**src/rtl/muldiv_unit.sv**
```systemverilog
// -----------------------------------------------------------------------------
// muldiv_unit
//
// Iterative RV32M multiply/divide unit for the EX stage. It takes one request
// at a time over a valid/ready handshake. Multiplies use radix-2 shift-add and
// divides use restoring division. Both run for WIDTH iterations on magnitudes,
// and the sign is corrected when the result is registered. The result is held
// until the consumer takes it.
//
// Optional feature: define MULDIV_RESULT_REUSE_EN to keep a one-entry tag of
// the last completed operation. The tag holds the class, both operands and both
// result halves. A later request with the same class and operands then
// completes in a single edge.
//
// Ports:
//   clk        rising-edge clock
//   rst_n      asynchronous active-low reset
//   flush      synchronous abort of the in-flight operation (highest priority)
//   in_valid   request valid
//   in_ready   unit can accept (IDLE only, decoded from state)
//   op         RV32M funct3 (MUL, MULH, MULHSU, MULHU, DIV, DIVU, REM, REMU)
//   operand1   rs1 / dividend
//   operand2   rs2 / divisor
//   out_valid  result valid (DONE)
//   out_ready  consumer takes the result
//   result     registered result
// -----------------------------------------------------------------------------
module muldiv_unit #(
    parameter int WIDTH = 32,
    parameter int CNT_W = $clog2(WIDTH) + 1
) (
    input  logic             clk,
    input  logic             rst_n,
    input  logic             flush,
    input  logic             in_valid,
    output logic             in_ready,
    input  logic [2:0]       op,
    input  logic [WIDTH-1:0] operand1,
    input  logic [WIDTH-1:0] operand2,
    output logic             out_valid,
    input  logic             out_ready,
    output logic [WIDTH-1:0] result
);

    localparam logic [WIDTH-1:0] ALL_ONES = '1;
    localparam logic [WIDTH-1:0] MIN_VAL  = {1'b1, {(WIDTH-1){1'b0}}};
    localparam logic [CNT_W-1:0] LAST_CNT = CNT_W'(WIDTH - 1);

    typedef enum logic [1:0] {
        IDLE = 2'd0,
        CALC = 2'd1,
        DONE = 2'd2
    } state_t;

    // operand1 is signed for MULH, MULHSU, DIV and REM.
    function automatic logic a_signed(input logic [2:0] f);
        if (f[2]) return ~f[0];
        return (f[1:0] == 2'b01) || (f[1:0] == 2'b10);
    endfunction

    // operand2 is signed for MULH, DIV and REM.
    function automatic logic b_signed(input logic [2:0] f);
        if (f[2]) return ~f[0];
        return (f[1:0] == 2'b01);
    endfunction

    // Both halves are carried as (hi, lo). For a multiply that is the product,
    // and for a divide it is (quotient, remainder). MUL, REM and REMU return lo.
    function automatic logic [WIDTH-1:0] pick(input logic [2:0] f,
                                              input logic [WIDTH-1:0] hi,
                                              input logic [WIDTH-1:0] lo);
        logic sel_lo;
        sel_lo = f[2] ? f[1] : (f[1:0] == 2'b00);
        return sel_lo ? lo : hi;
    endfunction

    state_t             state_q, state_d;
    logic [CNT_W-1:0]   cnt_q, cnt_d;
    logic [2:0]         op_q, op_d;
    logic               a_neg_q, a_neg_d;
    logic               b_neg_q, b_neg_d;
    logic [WIDTH-1:0]   hi_q, hi_d;     // product high half / partial remainder
    logic [WIDTH-1:0]   lo_q, lo_d;     // multiplier bits / dividend-quotient
    logic [WIDTH-1:0]   b_q, b_d;       // multiplicand / divisor magnitude
    logic [WIDTH-1:0]   result_q, result_d;

    // Request decode
    logic               accept;
    logic               a_neg_in, b_neg_in;
    logic [WIDTH-1:0]   a_mag_in, b_mag_in;
    logic               div_zero_in, div_ovf_in;

    // One iteration step
    logic [WIDTH:0]     mul_sum;
    logic [WIDTH-1:0]   mul_hi_nx, mul_lo_nx;
    logic [WIDTH:0]     div_shift, div_diff;
    logic               q_bit;
    logic [WIDTH-1:0]   div_rem_nx, div_quo_nx;

    // Sign-corrected final halves
    logic [2*WIDTH-1:0] prod, prod_fix;
    logic [WIDTH-1:0]   quo_fix, rem_fix;
    logic [WIDTH-1:0]   calc_hi, calc_lo;

    // Result load (entry to DONE)
    logic               load_en;
    logic [2:0]         load_op;
    logic [WIDTH-1:0]   load_hi, load_lo;

    // Reuse tag lookup
    logic               reuse_hit;
    logic [WIDTH-1:0]   reuse_hi, reuse_lo;

    assign in_ready  = (state_q == IDLE);
    assign out_valid = (state_q == DONE);
    assign result    = result_q;

    assign accept      = (state_q == IDLE) && in_valid && !flush;
    assign a_neg_in    = a_signed(op) & operand1[WIDTH-1];
    assign b_neg_in    = b_signed(op) & operand2[WIDTH-1];
    // The magnitude of MIN is MIN itself when read as unsigned, so no overflow.
    assign a_mag_in    = a_neg_in ? -operand1 : operand1;
    assign b_mag_in    = b_neg_in ? -operand2 : operand2;
    assign div_zero_in = op[2] && (operand2 == '0);
    assign div_ovf_in  = op[2] && !op[0] && (operand1 == MIN_VAL) && (operand2 == ALL_ONES);

    // Shift-add: conditionally add the multiplicand into the high half, then
    // shift the {carry, hi, lo} pair right by one.
    assign mul_sum   = {1'b0, hi_q} + (lo_q[0] ? {1'b0, b_q} : '0);
    assign mul_hi_nx = mul_sum[WIDTH:1];
    assign mul_lo_nx = {mul_sum[0], lo_q[WIDTH-1:1]};

    // Restoring division: shift the next dividend bit into the remainder and
    // keep the difference only if it did not go negative.
    assign div_shift  = {hi_q, lo_q[WIDTH-1]};
    assign div_diff   = div_shift - {1'b0, b_q};
    assign q_bit      = ~div_diff[WIDTH];
    assign div_rem_nx = q_bit ? div_diff[WIDTH-1:0] : div_shift[WIDTH-1:0];
    assign div_quo_nx = {lo_q[WIDTH-2:0], q_bit};

    assign prod     = {mul_hi_nx, mul_lo_nx};
    assign prod_fix = (a_neg_q ^ b_neg_q) ? -prod : prod;
    assign quo_fix  = (a_neg_q ^ b_neg_q) ? -div_quo_nx : div_quo_nx;
    assign rem_fix  = a_neg_q ? -div_rem_nx : div_rem_nx;   // remainder follows the dividend
    assign calc_hi  = op_q[2] ? quo_fix : prod_fix[2*WIDTH-1:WIDTH];
    assign calc_lo  = op_q[2] ? rem_fix : prod_fix[WIDTH-1:0];

    always_comb begin
        state_d  = state_q;
        cnt_d    = cnt_q;
        op_d     = op_q;
        a_neg_d  = a_neg_q;
        b_neg_d  = b_neg_q;
        hi_d     = hi_q;
        lo_d     = lo_q;
        b_d      = b_q;
        result_d = result_q;
        load_en  = 1'b0;
        load_op  = op_q;
        load_hi  = '0;
        load_lo  = '0;

        case (state_q)
            IDLE: begin
                if (accept) begin
                    op_d    = op;
                    a_neg_d = a_neg_in;
                    b_neg_d = b_neg_in;
                    hi_d    = '0;
                    lo_d    = a_mag_in;
                    b_d     = b_mag_in;
                    cnt_d   = '0;
                    load_op = op;
                    if (div_zero_in) begin
                        load_en = 1'b1;
                        load_hi = ALL_ONES;
                        load_lo = operand1;
                        state_d = DONE;
                    end else if (div_ovf_in) begin
                        load_en = 1'b1;
                        load_hi = MIN_VAL;
                        load_lo = '0;
                        state_d = DONE;
                    end else if (reuse_hit) begin
                        load_en = 1'b1;
                        load_hi = reuse_hi;
                        load_lo = reuse_lo;
                        state_d = DONE;
                    end else begin
                        state_d = CALC;
                    end
                end
            end
            CALC: begin
                if (flush) begin
                    state_d = IDLE;
                end else begin
                    hi_d  = op_q[2] ? div_rem_nx : mul_hi_nx;
                    lo_d  = op_q[2] ? div_quo_nx : mul_lo_nx;
                    cnt_d = cnt_q + CNT_W'(1);
                    if (cnt_q == LAST_CNT) begin
                        load_en = 1'b1;
                        load_hi = calc_hi;
                        load_lo = calc_lo;
                        state_d = DONE;
                    end
                end
            end
            DONE: begin
                if (flush || out_ready) begin
                    state_d = IDLE;
                end
            end
            default: state_d = IDLE;
        endcase

        if (load_en) begin
            result_d = pick(load_op, load_hi, load_lo);
        end
    end

    always_ff @(posedge clk or negedge rst_n) begin
        if (!rst_n) begin
            state_q  <= IDLE;
            cnt_q    <= '0;
            op_q     <= '0;
            a_neg_q  <= 1'b0;
            b_neg_q  <= 1'b0;
            hi_q     <= '0;
            lo_q     <= '0;
            b_q      <= '0;
            result_q <= '0;
        end else begin
            state_q  <= state_d;
            cnt_q    <= cnt_d;
            op_q     <= op_d;
            a_neg_q  <= a_neg_d;
            b_neg_q  <= b_neg_d;
            hi_q     <= hi_d;
            lo_q     <= lo_d;
            b_q      <= b_d;
            result_q <= result_d;
        end
    end

`ifdef MULDIV_RESULT_REUSE_EN
    // Class = {is_div, operand1 signed, operand2 signed}. MUL shares the
    // unsigned class with MULHU because its low half does not depend on sign.
    logic             rr_valid_q;
    logic [2:0]       rr_class_q;
    logic [WIDTH-1:0] rr_a_q, rr_b_q, rr_hi_q, rr_lo_q;
    logic [WIDTH-1:0] a_raw_q, b_raw_q;   // original operands of the op in CALC
    logic [2:0]       in_class, load_class;

    assign in_class   = {op[2], a_signed(op), b_signed(op)};
    assign load_class = {load_op[2], a_signed(load_op), b_signed(load_op)};
    assign reuse_hit  = rr_valid_q && (in_class == rr_class_q) &&
                        (operand1 == rr_a_q) && (operand2 == rr_b_q);
    assign reuse_hi   = rr_hi_q;
    assign reuse_lo   = rr_lo_q;

    always_ff @(posedge clk or negedge rst_n) begin
        if (!rst_n) begin
            rr_valid_q <= 1'b0;
            rr_class_q <= '0;
            rr_a_q     <= '0;
            rr_b_q     <= '0;
            rr_hi_q    <= '0;
            rr_lo_q    <= '0;
            a_raw_q    <= '0;
            b_raw_q    <= '0;
        end else begin
            if (accept) begin
                a_raw_q <= operand1;
                b_raw_q <= operand2;
            end
            if (flush) begin
                rr_valid_q <= 1'b0;
            end else if (load_en) begin
                // A load straight from IDLE carries the live operands.
                rr_valid_q <= 1'b1;
                rr_class_q <= load_class;
                rr_a_q     <= (state_q == IDLE) ? operand1 : a_raw_q;
                rr_b_q     <= (state_q == IDLE) ? operand2 : b_raw_q;
                rr_hi_q    <= load_hi;
                rr_lo_q    <= load_lo;
            end
        end
    end
`else
    assign reuse_hit = 1'b0;
    assign reuse_hi  = '0;
    assign reuse_lo  = '0;
`endif

endmodule

```
**config.mk**
```make
export PLATFORM = sky130hd
export DESIGN_NAME = muldiv_unit
export DESIGN_NICKNAME = d
export VERILOG_FILES = /design/src/rtl/muldiv_unit.sv
export SDC_FILE = /design/constraint.sdc
export NUM_CORES = 1
export LEC_CHECK = 0
export ABC_CLOCK_PERIOD_IN_PS = 13200
export CAP_MARGIN = 20
export CORE_MARGIN = 5
export CORE_UTILIZATION = 45
export CTS_CLUSTER_DIAMETER = 60
export CTS_CLUSTER_SIZE = 20
export DETAILED_ROUTE_END_ITERATION = 16
export SLEW_MARGIN = 10
export SYNTH_ARGS = -nofsm -noshare
export SYNTH_HDL_FRONTEND = slang
export SYNTH_SLANG_ARGS = --single-unit
```
**constraint.sdc**
```tcl
create_clock -name clk -period 13.2 [get_ports clk]
set_input_delay 2.64 -clock clk [delete_from_list [all_inputs] [get_ports clk]]
set_output_delay 2.64 -clock clk [all_outputs]
set_load 0.02 [all_outputs]
```
---- Yosys cells after proc, flatten, opt, wreduce, memory -nomap -nowiden ----
Cells that the tools add are included.
W data, S select, Z words.
cells by class
  add/subtract/negate cells ............... 8
  shifts and indexed selects .............. 0
  bitwise gates (word level) .............. 5
  $mul .................................... 0
  eq/ne operators ......................... 11
  muxes and demuxes ....................... 52
  order comparisons ....................... 0
  reduce and logical (&&, ||, !) cells .... 17
  divide/modulo/power cells ............... 0
operators by type and width
  cell                    number
  $mux W32                24
  $pmux W32 S2            4
  $neg A32 Y32            4
  $eq A32 B32 Y1 const B  2
  $mux W64                1
  $neg A64 Y64            1
  $add A32 B32 Y33        1
  $sub A33 B32 Y33        1
  $logic_not A32 Y1       1
  $mux W2                 6
  $mux W6                 2
  $pmux W6 S2             1
  $mux W1                 10
  $add A6 B1 Y6 const B   1
  $eq A6 B5 Y1 const B    1
  $logic_and A1 B1 Y1     6
  $mux W3                 2
  $pmux W2 S3             1
  $reduce_and A3 Y1       2
  $eq A2 B1 Y1 const B    2
  $eq A2 B2 Y1 const B    2
  $logic_not A2 Y1        2
  $ne A2 B1 Y1 const B    2
  $ne A3 B3 Y1 const B    1
  9 further kinds         13
storage, ports and cells
  output and inout port bits .............. 34
  input bits .............................. 72
  bits in read-only memories .............. 0
  logic and storage cells ................. 102
  bits in latches ......................... 0
  register bits ........................... 141
  memories kept ........................... 0
  memory bits (writable) .................. 0

---- Longest topological paths before layout ----
  depth in word-level cells ............... 9
  mapped depth ............................ 25
  mapped depth without buffers ............ 23

---- Worst setup path after synthesis ----
OpenSTA, ideal clock, no wires.
  path type ............................... input-to-reg
  from .................................... input operand2[6]
  to ...................................... register result_q[26], in the netlist result[26]
  library setup time ...................... 125 ps
  stages .................................. 12
  required time ........................... 13075 ps
  slack ................................... 7934 ps
  arrival time ............................ 5142 ps
  buffers on the path ..................... 1
  cells stage by stage .................... or4_1 or3_1 nor2_1 nand4b_1 o32ai_2 and2_1 o21ai_0 buf_2 a221oi_1 nand2_1 a311oi_1 nor2_1
between the ends
  word-level cells in the longest chain between the ends .. 6
  elaborated cells between the ends (all ways) .. 15
  those cells by class .................... eq/ne: 1; mux: 11; reduce/logical: 3
RTL lines
  element                                                     line      source
  from (decl)                                                 39        input logic [WIDTH-1:0] operand2,
  $eq A32 B32 Y1 / $logic_not A32 Y1 (equally long branches)  125, 124
  $logic_and A1 B1 Y1 (on tied branches)                      125, 124
  $mux W1 / $mux W32 (equally long branches)                  179, 174
  $mux W1 / $mux W32 (equally long branches)                  174, 165
  $mux W1 / $pmux W32 S2 (equally long branches)              165, 163
  $pmux W1 S2 / $mux W32 (equally long branches)              163, 74
  to (signal assigned)                                        242       result_q <= result_d;
  to (decl)                                                   85        logic [WIDTH-1:0] result_q, result_d;
Parallel ways exist; a longest one is shown, timed or not.
A chain may end at the register's enable or synchronous reset.

---- Final worst setup path ----
  from .................................... register lo_q[31]
  to ...................................... register result_q[26], in the netlist result[26]
between the ends
  word-level cells in the longest chain between the ends .. 9
  elaborated cells between the ends (all ways) .. 18
  those cells by class .................... add/sub: 4; mux: 13; bitwise: 1
RTL lines
  element                                        line      source
  from (decl)                                    83        logic [WIDTH-1:0] lo_q, lo_d;
  from (signal assigned)                         240       lo_q <= lo_d;
  $sub A33 B32 Y33                               136       assign div_diff = div_shift - {1'b0, b_q};
  $mux W32 / $not A1 Y1 (equally long branches)  138, 137
  $neg A32 Y32 (on tied branches)                144, 143
  $mux W32 (on tied branches)                    144, 143
  $mux W32 (on tied branches)                    146, 145
  $mux W32                                       201       if (cnt_q == LAST_CNT) begin
  $mux W32                                       195       if (flush) begin
  $pmux W32 S2                                   163       case (state_q)
  $mux W32 (*)                                   74        return sel_lo ? lo : hi;
Mark *: on every way between the ends. The rest lies on a longest branch, timed or not.

==> reports/results.md <==
| Metric | Value | Unit |
|:---|:---|:---|
| Largest net degree at the start of global routing | 89 | - |
| Area delta synth->final | 10.88 | % |
| Die X-Extent | 204.9 | µm |
| Cell count after synthesis | 2,364 | - |
| Post-synthesis average cell area | 7.233 | µm² |
| Rel. slew slack | 24.55 | % |
| Data arrival at the endpoint of the critical path | 6630 | ps |
| Worst Min Path Start | result[3] | - |
| Biggest cell delay along the critical path | 630 | ps |
| Sequential fraction of the synthesis area | 20.64 | % |
| Quantity of hold-fixing buffers added after cts | 0 | - |
| Count of cells along the worst hold path | 2 | - |
| Number of design rule violations left after detail routing | 0 | - |
| Startpoint kind of the worst setup timing path | flip-flop | - |
| Top flip-flop cell by instance count after synthesis | dfrtp_1 | - |
| Commonest cells in the synthesized netlist | nand2_1 (305), o21ai_0 (240), nor2_1 (221), a21oi_1 (183), dfrtp_1 (141) | - |
| Routed len/inst | 23.42 | µm |
| Root buffer cell | clkbuf_16 | - |
| Setup repair after global routing missed its margin | no | - |
| Part of the power in registers | 17.4 | % |
| Required arrival time at the worst endpoint | 13,560 | ps |
| Total detailed-routing wirelength | 67.38 | mm |
| Hold Path Class | flip-flop to flip-flop | - |
| Synth top area share | 20.64 | % |
| CTS tree | built | - |
| Internal power | 1.832 | mW |
| Initial Utilization | 45.50 | % |
| DR vias | 18,430 | - |
| Last weighted congestion value of the routability-driven placer | 0.9290 | - |
| Global-route wire length before repair | 103.0 | mm |
| Terminating pin of the worst hold path | result[3] | - |
| Crit-path cells | inv_1 -> ha_1 -> inv_1 -> fa_1 -> a211oi_2 -> o211ai_2 -> a21boi_2 -> a211o_1 -> a211oi_4 -> buf_4 -> inv_2 -> buf_4 -> mux2i_1 -> ha_1 -> or4b_2 -> nor4b_1 -> a31oi_1 -> nor2_1 -> a311oi_1 -> a311oi_1 -> nor2_1 | - |
| Quantity of I/O buffers inserted on ports | 105 | - |
| Min Clock Period, post-route | 6266 | ps |
| Global-route total usage across every layer | 31.50 | % |
| Number of antenna violations at the first check in global routing | 1 | - |
| Final hold viol count | 0 | - |
| Via density | 6.406 | - |
| CP Buf/Inv Count | 5 | - |
| Count of synthesis-stage warnings from yosys | 0 | - |
| Final cell area excluding filler cells | 18,960 | µm² |
| Final core utilization | 50.45 | % |
| Final setup violation count | 0 | - |
| Worst reg-to-reg path cell count | 21 | - |
| Worst reg2reg setup slack | 6930 | ps |
| Fillers | 3,792 | - |
| Fraction of registers with async set or reset after synthesis | 100.0 | % |
| Maximum clock frequency | 0.1596 | GHz |
| DRT Pass-1 Iters | 8 | - |
| Slew at the pin closest to its max-slew limit | 1132 | ps |
| Share of total power in combinational logic | 70.4 | % |
| Period utilization | 47.47 | % |
| IO Count | 106 | - |
| Most area-hungry cell type in the Yosys netlist | dfrtp_1 | - |
| Total CTS buffers | 17 | - |
| Reg-to-reg startpoint | lo_q[31] | - |
| Part of the power in the clock network | 12.2 | % |
| Fraction of power spent switching nets | 56.66 | % |
| Antenna cells | 0 | - |
| Worst setup EP type | flip-flop | - |
| Insertion delay of the later-clocked pin in the worst-skew pair | 480 | ps |
| Number of nets produced by synthesis | 2,510 | - |
| Worst setup skew after layout | 15.80 | ps |
| Path type of the worst setup path | flip-flop to flip-flop | - |
| Synth Cell Area | 17,100 | µm² |
| Vias in the first global route | 17,432 | - |
| CTS clk-pin slew, worst paths | 70 | ps |
| Worst ir drop on vdd | 0.1916 | mV |
| Final Max Tran Viols | 0 | - |
| Share of cells above drive strength 1 | 6.171 | % |
| Iteration-0 DRC count of the detailed router | 1,912 | - |
| Number of flops mapped to enable cells by yosys | 0 | - |
| Residual overflow from global routing | 0 | - |
| Total setup buffers inserted after CTS | 0 | - |
| Largest cells by area after synthesis | dfrtp_1 (21%), o21ai_0 (7.0%), nand2_1 (6.7%), xnor2_1 (5.4%), a21oi_1 (5.4%) | - |
| Cell Rows | 71 | - |
| Number of cells upsized or downsized after cts | 0 | - |
| Unique masters post-synth | 118 | - |
| Number of H-tree levels | 4 | - |
| Net Switching | 2.396 | mW |
| MaxCap Viol Count | 0 | - |
| Sum Neg Setup Slack | 0 | ps |
| Floorplan core area | 37,580 | µm² |
| Largest fanout on the critical path | 50 | - |
| Capture point of the worst reg-to-reg path | result[26] | - |
| Deepest clock path buffer count | 2 | - |
| Final antenna-violating net count | 0 | - |
| Most instantiated library cell after synthesis | nand2_1 | - |
| Die area | 42,000 | µm² |
| Chip height | 204.9 | µm |
| Number of storage elements in the synthesis netlist | 141 | - |
| Outcome | completed | - |
| Post-DP Area | 18,340 | µm² |
| P_leak | 7.616 | nW |
| Count of clock tree sinks | 141 | - |
| HPWL after DPL | 52.53 | mm |
| Top cell family by delay on the critical path | compound AO/OA/AOI/OAI gates | - |
| Power per cell area | 223.0 | nW/µm² |
| Nets | 2,499 | - |
| Cell at the slowest stage of the critical path | or4b_2 | - |
[per-stage QoR]
| stage | worst slack, ps | cells | total power [mW] | hold slack, ps |
|---|---|---|---|---|
| 5_1_grt | 6655 | 2877 | 4.497 | 507.1 |
| 3_3_place_gp | 6759 | 2844 | 3.607 | 461.1 |
| 2_1_floorplan | 7934 | 2364 | 2.788 | 449.8 |
| 3_5_place_dp | 6666 | 2844 | 3.629 | 468.2 |
| 4_1_cts | 7102 | 2876 | 4.156 | 482.0 |
| 6_report | 6934 | 2877 | 4.228 | 475.2 |
[worst min-delay path, stage by stage, from the launching register on]
cell and delay, ps:
dfrtp_1 340, nand2_1 50, nand3_1 50
[final cells by class]
class	instances	area (µm²)	share of cell area, %
clock inverters	14	156.4	0.8249
multi-input cells	1994	12670	66.83
flip-flops and latches	141	3532	18.63
well taps	511	639.4	3.372
inverters	68	255.2	1.346
repair buffers	131	1267	6.685
clock buffers	18	439.2	2.316
[power by group through the flow]
stage / Sequential [mW] / Clock [mW] / Combinational (mW)
2_1_floorplan: 0.602 / 0 / 2.19
3_3_place_gp: 0.735 / 0 / 2.87
3_5_place_dp: 0.736 / 0 / 2.89
4_1_cts: 0.729 / 0.520 / 2.91
5_1_grt: 0.748 / 0.540 / 3.21
6_report: 0.736 / 0.516 / 2.98
[cells in the final DEF, fill, tap and decap left out, types with 9 or more instances in the layout]
cell and count:
o22ai_1 13, o211ai_1 34, nor3_1 54, nor2_1 220, o31ai_1 35, or3_1 25
or4_1 10, buf_4 25, dfrtp_1 140, o41ai_1 10, xor2_1 89, clkbuf_16 17
o2111ai_1 9, xnor2_1 104, o21ai_1 9, o21ai_0 240, nand2b_1 14, o21bai_1 9
and4_1 11, a211oi_1 33, a21oi_1 182, o21a_1 9, a31oi_1 35, nor3b_1 10
a21o_1 22, nand2_1 305, nand3b_1 9, nand3_1 64, and2_1 20, clkdlybuf4s50_1 104
nor4_1 20, a22o_1 15, nand4_1 28, or2_2 9, ha_1 72, mux2i_1 59
and3_1 24, inv_1 65
[kinds of logic (layout without fill, tap and decap cells)]
kind of cell | Yosys count | in the layout | share of synthesized area, %
AOI/OAI and AO/OA | 783 | 783 | 29.67
xor gates and xnor gates | 195 | 195 | 9.988
adders and majority gates | 74 | 74 | 5.503
buffers and inverters | 229 | 231 | 5.605
DFF | 141 | 141 | 20.64
muxes | 64 | 64 | 3.783
and+or+nand+nor | 878 | 878 | 24.81
[worst max-delay path by stage]
stage / slack [ps] / from / endpoint / depth (start not counted)
after floorplan: 7930 / operand2[6] / result[26] / 12
after global placement: 6760 / operand2[6] / result[28] / 12
after detailed placement: 6670 / operand2[6] / result[28] / 12
after CTS: 7100 / lo_q[31] / result[26] / 21
after global routing: 6650 / lo_q[31] / result[26] / 21
final: 6930 / lo_q[31] / result[26] / 21
[metal layers]
layer  part of all wire (%)  vias to the layer above  GRT usage (%)
met5                  0.010                        -              0
met4                    3.9                        2          11.63
met3                    7.8                      127          5.192
met2                     45                      854          49.99
met1                     43                     8822          43.28
li1                       -                     8625              -
[sequential cells by signal, indices dropped and copies added (netlist names)]
name     count
result      32
a_neg_q      1
lo_q        32
op_q         3
state_q      2
hi_q        32
b_neg_q      1
b_q         32
cnt_q        6
No activity file was read; power rests on OpenSTA's default activity.
